[config.mk]
export PLATFORM = sky130hd
export DESIGN_NAME = cpu_test_sequencer_flat
export DESIGN_NICKNAME = d
export VERILOG_FILES = /design/src/rtl/cpu_test_sequencer_pkg.sv /design/src/rtl/cpu_test_sequencer_if.sv /design/src/rtl/cpu_test_sequencer.sv /design/src/flat_wrapper.sv
export SDC_FILE = /design/constraint.sdc
export NUM_CORES = 1
export LEC_CHECK = 0
export ABC_AREA = 1
export BUFFER_PORTS_ARGS = -buffer_cell sky130_fd_sc_hd__buf_2
export CAP_MARGIN = 20
export CORE_UTILIZATION = 48
export DETAILED_ROUTE_END_ITERATION = 12
export PLACE_DENSITY = 0.82
export SYNTH_ARGS = -nofsm -noshare
export SYNTH_HDL_FRONTEND = slang
export SYNTH_SLANG_ARGS = --single-unit
[constraint.sdc]
create_clock -name clk -period 1.7 [get_ports clk]
set_input_delay 0.34 -clock clk [delete_from_list [all_inputs] [get_ports clk]]
set_output_delay 0.34 -clock clk [all_outputs]
set_load 0.1 [all_outputs]
[src/rtl/cpu_test_sequencer_pkg.sv]
// Shared definitions for the cpu test sequencer.
//   seq_state_e    : run-controller state encoding
//   DEF_MON_REG    : default register watched for the end-of-test signature
//   DEF_PASS_VALUE : default signature value meaning pass
//   cnt_width()    : bits needed to hold 0..max_val (at least 1)
package cpu_test_sequencer_pkg;

  typedef enum logic [2:0] {
    ST_IDLE = 3'd0,
    ST_LOAD = 3'd1,
    ST_HOLD = 3'd2,
    ST_RUN  = 3'd3,
    ST_DONE = 3'd4
  } seq_state_e;

  localparam int unsigned DEF_MON_REG    = 31;
  localparam int unsigned DEF_PASS_VALUE = 1;

  function automatic int unsigned cnt_width(input int unsigned max_val);
    return (max_val < 2) ? 1 : $clog2(max_val + 1);
  endfunction

endpackage

[src/rtl/cpu_test_sequencer_if.sv]
// Bus bundle between the host/bench and the cpu test sequencer.
//   start/load_*  : program stream and run request from the host
//   imem_*        : instruction memory write port driven by the sequencer
//   cpu_reset     : reset to the cpu core
//   mon_*         : snooped scalar register-file write port of the core
//   done/pass/timeout/result/cycle_count : test verdict
// Modports: master = host side, slave = sequencer side.
interface cpu_test_sequencer_if #(
  parameter int IADDR_W = 8,
  parameter int INSTR_W = 32,
  parameter int REG_AW  = 5,
  parameter int DATA_W  = 32,
  parameter int CNT_W   = 8
);
  logic               start;
  logic               load_valid;
  logic               load_last;
  logic [INSTR_W-1:0] load_data;
  logic               load_ready;
  logic               imem_we;
  logic [IADDR_W-1:0] imem_addr;
  logic [INSTR_W-1:0] imem_wdata;
  logic               cpu_reset;
  logic               mon_we;
  logic [REG_AW-1:0]  mon_addr;
  logic [DATA_W-1:0]  mon_data;
  logic               done;
  logic               pass;
  logic               timeout;
  logic [DATA_W-1:0]  result;
  logic [CNT_W-1:0]   cycle_count;

  modport master (
    output start, load_valid, load_last, load_data, mon_we, mon_addr, mon_data,
    input  load_ready, imem_we, imem_addr, imem_wdata, cpu_reset,
           done, pass, timeout, result, cycle_count
  );

  modport slave (
    input  start, load_valid, load_last, load_data, mon_we, mon_addr, mon_data,
    output load_ready, imem_we, imem_addr, imem_wdata, cpu_reset,
           done, pass, timeout, result, cycle_count
  );
endinterface

[src/rtl/cpu_test_sequencer.sv]
// Run controller between a host and a cpu core: streams a program into
// instruction memory with the core held in reset, releases reset after a
// programmable hold, then watches register-file writes for an end-of-test
// signature and reports pass/fail/timeout with the number of run cycles.
// Ports:
//   clk   : clock
//   reset : synchronous active-high reset
//   bus   : cpu_test_sequencer_if.slave (load stream, imem write port,
//           cpu_reset, snooped regfile writes, verdict outputs)
module cpu_test_sequencer
  import cpu_test_sequencer_pkg::*;
#(
  parameter int IADDR_W      = 8,
  parameter int INSTR_W      = 32,
  parameter int PROG_WORDS   = 256,
  parameter int RESET_CYCLES = 2,
  parameter int TIMEOUT      = 200,
  parameter int REG_AW       = 5,
  parameter int DATA_W       = 32,
  parameter int MON_REG      = DEF_MON_REG,
  parameter int PASS_VALUE   = DEF_PASS_VALUE
) (
  input logic                 clk,
  input logic                 reset,
  cpu_test_sequencer_if.slave bus
);

  localparam int CNT_W = cnt_width(TIMEOUT);
  localparam int WC_W  = cnt_width(PROG_WORDS);
  localparam int HC_W  = cnt_width(RESET_CYCLES);

  function automatic logic [CNT_W-1:0] sat_inc(input logic [CNT_W-1:0] v);
    return (v == '1) ? v : v + 1'b1;
  endfunction

  seq_state_e          state_q, state_d;
  logic [WC_W-1:0]     word_cnt_q;
  logic [HC_W-1:0]     hold_cnt_q;
  logic [CNT_W-1:0]    cycle_cnt_q;
  logic                imem_we_p1;
  logic [IADDR_W-1:0]  imem_addr_p1;
  logic [INSTR_W-1:0]  imem_wdata_p1;
  logic                pass_q;
  logic                timeout_q;
  logic [DATA_W-1:0]   result_q;
  logic                load_ready;
  logic                cpu_reset;
  logic                accept;
  logic                term_hit;
  logic                run_tmo;
  logic                enter_load;

  // A zero write to the monitored register is treated as "not finished yet".
  assign term_hit   = bus.mon_we && (bus.mon_addr == REG_AW'(MON_REG)) &&
                      (bus.mon_data != '0);
  // cycle_count becomes TIMEOUT on the edge that ends this run cycle.
  assign run_tmo    = (cycle_cnt_q == CNT_W'(TIMEOUT - 1));
  assign enter_load = (state_d == ST_LOAD) && (state_q != ST_LOAD);

  always_comb begin
    state_d    = state_q;
    load_ready = 1'b0;
    cpu_reset  = 1'b1;
    accept     = 1'b0;
    unique case (state_q)
      ST_IDLE: if (bus.start) state_d = ST_LOAD;
      ST_LOAD: begin
        load_ready = 1'b1;
        accept     = bus.load_valid;
        if (accept && (bus.load_last || (word_cnt_q == WC_W'(PROG_WORDS - 1))))
          state_d = ST_HOLD;
      end
      ST_HOLD: if (hold_cnt_q == HC_W'(RESET_CYCLES - 1)) state_d = ST_RUN;
      ST_RUN: begin
        cpu_reset = 1'b0;
        if (term_hit || run_tmo) state_d = ST_DONE;
      end
      ST_DONE: if (bus.start) state_d = ST_LOAD;
      default: state_d = ST_IDLE;
    endcase
  end

  always_ff @(posedge clk) begin
    if (reset) begin
      state_q       <= ST_IDLE;
      word_cnt_q    <= '0;
      hold_cnt_q    <= '0;
      cycle_cnt_q   <= '0;
      imem_we_p1    <= 1'b0;
      imem_addr_p1  <= '0;
      imem_wdata_p1 <= '0;
      pass_q        <= 1'b0;
      timeout_q     <= 1'b0;
      result_q      <= '0;
    end else begin
      state_q <= state_d;

      // ---- load handshake -> imem write stage (p1) ----
      imem_we_p1 <= accept;
      if (accept) begin
        imem_addr_p1  <= IADDR_W'(word_cnt_q);
        imem_wdata_p1 <= bus.load_data;
        word_cnt_q    <= word_cnt_q + 1'b1;
      end

      if (state_q == ST_HOLD) hold_cnt_q <= hold_cnt_q + 1'b1;

      if (state_q == ST_RUN) begin
        cycle_cnt_q <= sat_inc(cycle_cnt_q);
        if (term_hit) begin
          result_q <= bus.mon_data;
          pass_q   <= (bus.mon_data == DATA_W'(PASS_VALUE));
        end else if (run_tmo) begin
          timeout_q <= 1'b1;
        end
      end

      // A new start wipes the previous verdict on the same edge it is taken.
      if (enter_load) begin
        word_cnt_q  <= '0;
        hold_cnt_q  <= '0;
        cycle_cnt_q <= '0;
        pass_q      <= 1'b0;
        timeout_q   <= 1'b0;
        result_q    <= '0;
      end
    end
  end

  assign bus.load_ready  = load_ready;
  assign bus.cpu_reset   = cpu_reset;
  assign bus.imem_we     = imem_we_p1;
  assign bus.imem_addr   = imem_addr_p1;
  assign bus.imem_wdata  = imem_wdata_p1;
  assign bus.done        = (state_q == ST_DONE);
  assign bus.pass        = pass_q;
  assign bus.timeout     = timeout_q;
  assign bus.result      = result_q;
  assign bus.cycle_count = cycle_cnt_q;

endmodule

[src/flat_wrapper.sv]
// flat-port wrapper written by rule: the top's interface ports become plain ports
module cpu_test_sequencer_flat import cpu_test_sequencer_pkg::*;
#(
  parameter int IADDR_W      = 8,
  parameter int INSTR_W      = 32,
  parameter int PROG_WORDS   = 256,
  parameter int RESET_CYCLES = 2,
  parameter int TIMEOUT      = 200,
  parameter int REG_AW       = 5,
  parameter int DATA_W       = 32,
  parameter int MON_REG      = DEF_MON_REG,
  parameter int PASS_VALUE   = DEF_PASS_VALUE
)
  (clk, reset, bus_start, bus_load_valid, bus_load_last, bus_load_data, bus_mon_we, bus_mon_addr, bus_mon_data, bus_load_ready, bus_imem_we, bus_imem_addr, bus_imem_wdata, bus_cpu_reset, bus_done, bus_pass, bus_timeout, bus_result, bus_cycle_count);
  cpu_test_sequencer_if #(.IADDR_W(IADDR_W), .INSTR_W(INSTR_W), .REG_AW(REG_AW), .DATA_W(DATA_W), .CNT_W((cnt_width(TIMEOUT)))) bus_i ();
  input logic clk;
  input logic reset;
  input wire logic [$bits(bus_i.start)-1:0] bus_start;
  input wire logic [$bits(bus_i.load_valid)-1:0] bus_load_valid;
  input wire logic [$bits(bus_i.load_last)-1:0] bus_load_last;
  input wire logic [$bits(bus_i.load_data)-1:0] bus_load_data;
  input wire logic [$bits(bus_i.mon_we)-1:0] bus_mon_we;
  input wire logic [$bits(bus_i.mon_addr)-1:0] bus_mon_addr;
  input wire logic [$bits(bus_i.mon_data)-1:0] bus_mon_data;
  output wire logic [$bits(bus_i.load_ready)-1:0] bus_load_ready;
  output wire logic [$bits(bus_i.imem_we)-1:0] bus_imem_we;
  output wire logic [$bits(bus_i.imem_addr)-1:0] bus_imem_addr;
  output wire logic [$bits(bus_i.imem_wdata)-1:0] bus_imem_wdata;
  output wire logic [$bits(bus_i.cpu_reset)-1:0] bus_cpu_reset;
  output wire logic [$bits(bus_i.done)-1:0] bus_done;
  output wire logic [$bits(bus_i.pass)-1:0] bus_pass;
  output wire logic [$bits(bus_i.timeout)-1:0] bus_timeout;
  output wire logic [$bits(bus_i.result)-1:0] bus_result;
  output wire logic [$bits(bus_i.cycle_count)-1:0] bus_cycle_count;
  assign bus_i.start = bus_start;
  assign bus_i.load_valid = bus_load_valid;
  assign bus_i.load_last = bus_load_last;
  assign bus_i.load_data = bus_load_data;
  assign bus_i.mon_we = bus_mon_we;
  assign bus_i.mon_addr = bus_mon_addr;
  assign bus_i.mon_data = bus_mon_data;
  assign bus_load_ready = bus_i.load_ready;
  assign bus_imem_we = bus_i.imem_we;
  assign bus_imem_addr = bus_i.imem_addr;
  assign bus_imem_wdata = bus_i.imem_wdata;
  assign bus_cpu_reset = bus_i.cpu_reset;
  assign bus_done = bus_i.done;
  assign bus_pass = bus_i.pass;
  assign bus_timeout = bus_i.timeout;
  assign bus_result = bus_i.result;
  assign bus_cycle_count = bus_i.cycle_count;
  cpu_test_sequencer #(.IADDR_W(IADDR_W), .INSTR_W(INSTR_W), .PROG_WORDS(PROG_WORDS), .RESET_CYCLES(RESET_CYCLES), .TIMEOUT(TIMEOUT), .REG_AW(REG_AW), .DATA_W(DATA_W), .MON_REG(MON_REG), .PASS_VALUE(PASS_VALUE)) u_core (.clk(clk), .reset(reset), .bus(bus_i));
endmodule
Word-level counts from Yosys, hierarchy flattened
Cells that the tools add are included.
Cells by class
  add/subtract/negate cells: 3
  $mul: 0
  divide/modulo/power cells: 0
  magnitude comparators: 0
  eq/ne operators: 12
  shift operators: 0
  muxes and demuxes: 8
  bitwise operators: 2
  reductions and logical operators: 13
Operators with widths (count)
  $eq A32 B1 Y1 const B: 1
  $reduce_bool A32 Y1: 1
  $eq A8 B8 Y1 const B: 2
  $mux W3: 4
  $pmux W3 S4: 1
  $add A9 B1 Y9 const B: 1
  $eq A9 B8 Y1 const B: 1
  $add A8 B1 Y8 const B: 1
  $eq A3 B1 Y1 const B: 2
  $eq A3 B2 Y1 const B: 2
  $eq A5 B5 Y1 const B: 1
  $logic_and A1 B1 Y1: 4
  $reduce_and A2 Y1: 2
  $reduce_or A2 Y1: 2
  $eq A3 B3 Y1 const B: 1
  $logic_not A3 Y1: 1
  $mux W1: 3
  $ne A3 B1 Y1 const B: 1
  $reduce_and A3 Y1: 1
  $add A2 B1 Y2 const B: 1
  $eq A2 B1 Y1 const B: 1
  $logic_or A1 B1 Y1: 2
  $not A1 Y1: 2
Word-level totals
  flip-flop bits (word level): 97
  latch bits: 0
  memory bits (writable): 0
  memory bits (read-only): 0
  output and inout port bits: 86
  logic and storage cells: 48
  memories kept: 0

Logic depth before layout (Yosys ltp)
  depth in word-level cells: 9
  gate-level depth with buffers: 10
  mapped depth without buffers: 9

Worst setup path before layout
OpenSTA, ideal clock, no wires.
  path type: reg2reg
  start point: register u_core.state_q[1]
  end point: register u_core.state_q[2]
  library setup time: 0.074 ns
  arrival time: 2.090 ns
  required time: 1.626 ns
  path slack: -0.464 ns
  cell stages (with the launch flop): 6
  period minus slack after synthesis: 2.164 ns
  cell sequence: dfxtp_1 > nor2_1 > inv_1 > nor2_1 > nand2_1 > a31oi_1
On the way
  word-level cells in the longest chain between the ends: 3
Ends and longest elaborated chain
  start: declaration: line cpu_test_sequencer.sv:36  | seq_state_e state_q, state_d;
  start signal: assignment: line cpu_test_sequencer.sv:96  | state_q <= state_d;
  $eq A3 B3 Y1
  via bus_done: line flat_wrapper.sv:30  | output wire logic [$bits(bus_i.done)-1:0] bus_done;
  $reduce_or A2 Y1 (no source line)
  $pmux W3 S4: line cpu_test_sequencer.sv:65  | unique case (state_q)
The timed path passes the listed nets, and every way through them passes these cells.
A chain may end at the register's enable or synchronous reset.

Final worst setup path
  start point: register u_core.state_q[0]
  end point: output bus_load_ready
On the way
  word-level cells in the longest chain between the ends: 2
Ends and longest elaborated chain
  $eq A3 B1 Y1: line cpu_test_sequencer.sv:65
  $mux W1: line cpu_test_sequencer.sv:65
  end: declaration: line flat_wrapper.sv:25  | output wire logic [$bits(bus_i.load_ready)-1:0] bus_load_ready;
No other way between the ends.

==> flow_summary.json <==
{
  "crit_chain": "inv_2 -> nor3_4 -> buf_6 -> buf_12",
  "syn_area_per_cell_um2": 7.71,
  "drive_above_1_share": 0.342,
  "yosysUniqueCellTypes": 37,
  "synth_fa_ha_area_frac": 0.0127,
  "antenna_found_initial": 0,
  "startpoint_type": "flip-flop",
  "netlist_area_mm2": 0.00395,
  "tightest_slew_ns": 0.508,
  "fillers": 664,
  "dieArea_mm2": 0.00858,
  "status": "complete, no violations",
  "critPathKind": "flip-flop to output port",
  "power_density_mw_per_mm2": 875,
  "drt_iter0_drc": 188,
  "async_flop_share": 0,
  "dp_hpwl_mm": 7.63,
  "crit_required_ns": 1.36,
  "worst_slack_ns": 0.0562,
  "final_nets": 753,
  "yosysTopAreaCell": "dfxtp_1",
  "synth_edf_count": 0,
  "synthSimpleGateAreaFrac": 0.285,
  "peakVddDrop_mv": 0.536,
  "gp_congestion": 0.843,
  "critPathCaptureType": "output port",
  "synth_warnings": 0,
  "wl_per_cell_um": 13.3,
  "seqCellArea_mm2": 0.00196,
  "die_y_um": 92.7,
  "diodes": 0,
  "drc": 0,
  "post-place-ws_ns": 0.0380,
  "synth_top_family_by_area": "simple AND/OR/NAND/NOR gates",
  "clkTransAtPathRegs_ns": 0.10,
  "synth_cells": 512,
  "htree_levels": 3,
  "cp.arrival_ns": 1.30,
  "final_core_util": 0.670,
  "synthMuxAreaShare": 0,
  "synth_fp_nets": 591,
  "cts_setup_buffers": 0,
  "skew_ns": 0.0120,
  "initial_core_util": 0.503,
  "hold_viol": 0,
  "multiInputGateArea_mm2": 0.00179,
  "synth_flop_cell": "dfxtp_1",
  "numCtsBuffers": 9,
  "fin_tns_setup_ns": 0,
  "p_leak_nw": 2.25,
  "fin_area_mm2": 0.00526,
  "clockBufferDepth": 2,
  "synth-compound-area-share": 0.128,
  "drv_cap": 0,
  "clock_latency_ns": 0.36,
  "ys_top_cells_by_area": "dfxtp_1 (49%), nand2_1 (14%), a21oi_1 (11%)",
  "cts-root-buf": "clkbuf_8",
  "total_power_mw": 4.60,
  "clock.fmax_ghz": 0.608,
  "avgViaCountPerCell": 5.23,
  "totalWireLength_mm": 10.4,
  "dp.cells": 765,
  "holdWs_ns": 0.208,
  "area_growth_pct": 33.3,
  "clock_sinks": 97,
  "crit_fanout": 3,
  "ys_ff_latch": 97,
  "io_buffers": 160,
  "first_pass_iters": 5,
  "die_x_um": 92.7,
  "synth_top_area_frac": 0.492,
  "dpl_cell_area_mm2": 0.00503,
  "dr_total_vias": 4082,
  "finalCriticalPeriod_ns": 1.64,
  "track_usage": 0.242,
  "drv_slew": 0,
  "fin_cells": 781,
  "rows": 32,
  "relSlewSlack": 0.664,
  "ios": 161,
  "slowest_stage": "dfxtp_4",
  "grt_max_degree": 45,
  "cts_tree": "built",
  "setup_viol": 0,
  "cts_hold_repair.buffers": 0,
  "slowest_delay_ns": 0.38,
  "synth_xor_area_frac": 0.0178,
  "seq_area_frac_synth": 0.492,
  "period_share": 0.967,
  "overflow": 0,
  "ant_nets": 0,
  "grt_pass1_vias": 3802,
  "core_area_mm2": 0.00785,
  "hold_path.class": "primary input to flip-flop",
  "grt_pass1_wl_mm": 16.8
}
==> critical path, delay by kind of cell, from the launching register on <==
family | cells | cell delay, ns
buf+inv | 3 | 0.36
flops | 1 | 0.38
simple gates | 1 | 0.20
==> state kept, by name, summed over array words and instances, names as in the netlist <==
register and cells:
u_core.bus.imem_we 1, u_core.bus.timeout 1, u_core.hold_cnt_q 2, u_core.bus.cycle_count 8, u_core.bus.pass 1, u_core.state_q 3, u_core.bus.imem_wdata 32, u_core.word_cnt_q 9
u_core.bus.imem_addr 8, u_core.bus.result 32
==> cells in the mapped netlist (2+ instances only) <==
cell type and instances:
nor3b_1 3, xnor2_1 2, nor2_1 39, nand3_1 6
inv_1 24, o21ai_1 2, clkbuf_1 11, inv_2 3
a21oi_1 85, ha_1 4, xor2_1 6, nand4_1 38
buf_1 3, nand2_1 147, buf_4 3, or2_0 3
buf_2 13, nand3_2 3, nor3_1 3, dfxtp_1 97
==> cells in the final DEF (no fill, tap or decap), types with 2 or more instances in the layout <==
cell type,instances
or2_0,3
nand2_1,147
dfxtp_2,11
dfxtp_1,85
o21ai_1,2
buf_2,157
inv_2,5
ha_1,4
buf_12,8
nor3b_2,2
nor3_1,3
buf_4,16
nor2_1,36
nand3_1,6
clkinvlp_4,2
xnor2_1,2
clkbuf_8,9
nand3_2,3
xor2_1,6
inv_8,2
inv_1,22
nand4_1,38
nor2_2,2
nor2_4,3
a21oi_1,85
==> power breakdown <==
part           total (mW)  switching (mW)  internal (mW)
registers            2.34          0.0247           2.31
logic               0.697           0.513          0.184
clock network        1.57           0.857          0.709
total                4.60            1.39           3.21
==> logic make-up after synthesis <==
kind of cell	count (synthesis)
adders and majority gates	4
xor gates and xnor gates	8
AOI/OAI and AO/OA	95
and+or+nand+nor	250
buffers and inverters	58
DFF	97
==> layout make-up <==
| type | count | share of cell area |
|---|---|---|
| Multi-Input combinational cell | 357 | 0.339 |
| Inverter | 27 | 0.0193 |
| Sequential cell | 97 | 0.373 |
| Tap cell | 102 | 0.0243 |
| Timing Repair Buffer | 182 | 0.205 |
| Clock buffer | 9 | 0.0235 |
| Clock inverter | 7 | 0.0162 |
==> final timing paths <==
check | from | end | slack [ns] | cells after the start
worst max-delay path | u_core.state_q[0]$_SDFF_PP0_ | bus_load_ready | 0.06 | 4
worst max register to register | u_core.word_cnt_q[0]$_SDFFE_PP0P_ | u_core.state_q[0]$_SDFF_PP0_ | 0.08 | 8
worst min-delay path | bus_load_data[10] | u_core.bus.imem_wdata[10]$_SDFFE_PP0P_ | 0.21 | 3
worst min register to register | u_core.bus.result[1]$_SDFFE_PP0P_ | u_core.bus.result[1]$_SDFFE_PP0P_ | 0.46 | 2
==> layer usage <==
| metal | up-vias | share of wire | track usage |
|---|---|---|---|
| met2 | 183 | 0.49 | 0.426 |
| met4 | 0 | 0.016 | 0.0744 |
| met5 | - | 0 | 0 |
| li1 | 2021 | - | - |
| met3 | 16 | 0.089 | 0.0706 |
| met1 | 1862 | 0.40 | 0.282 |
==> timing repair <==
action,CTS,global route
endpoints found under the hold margin,0,0
endpoints found under the setup margin,1,4
resized for setup,0,9
pin swaps,1,2
(Power assumes the default switching activity.)
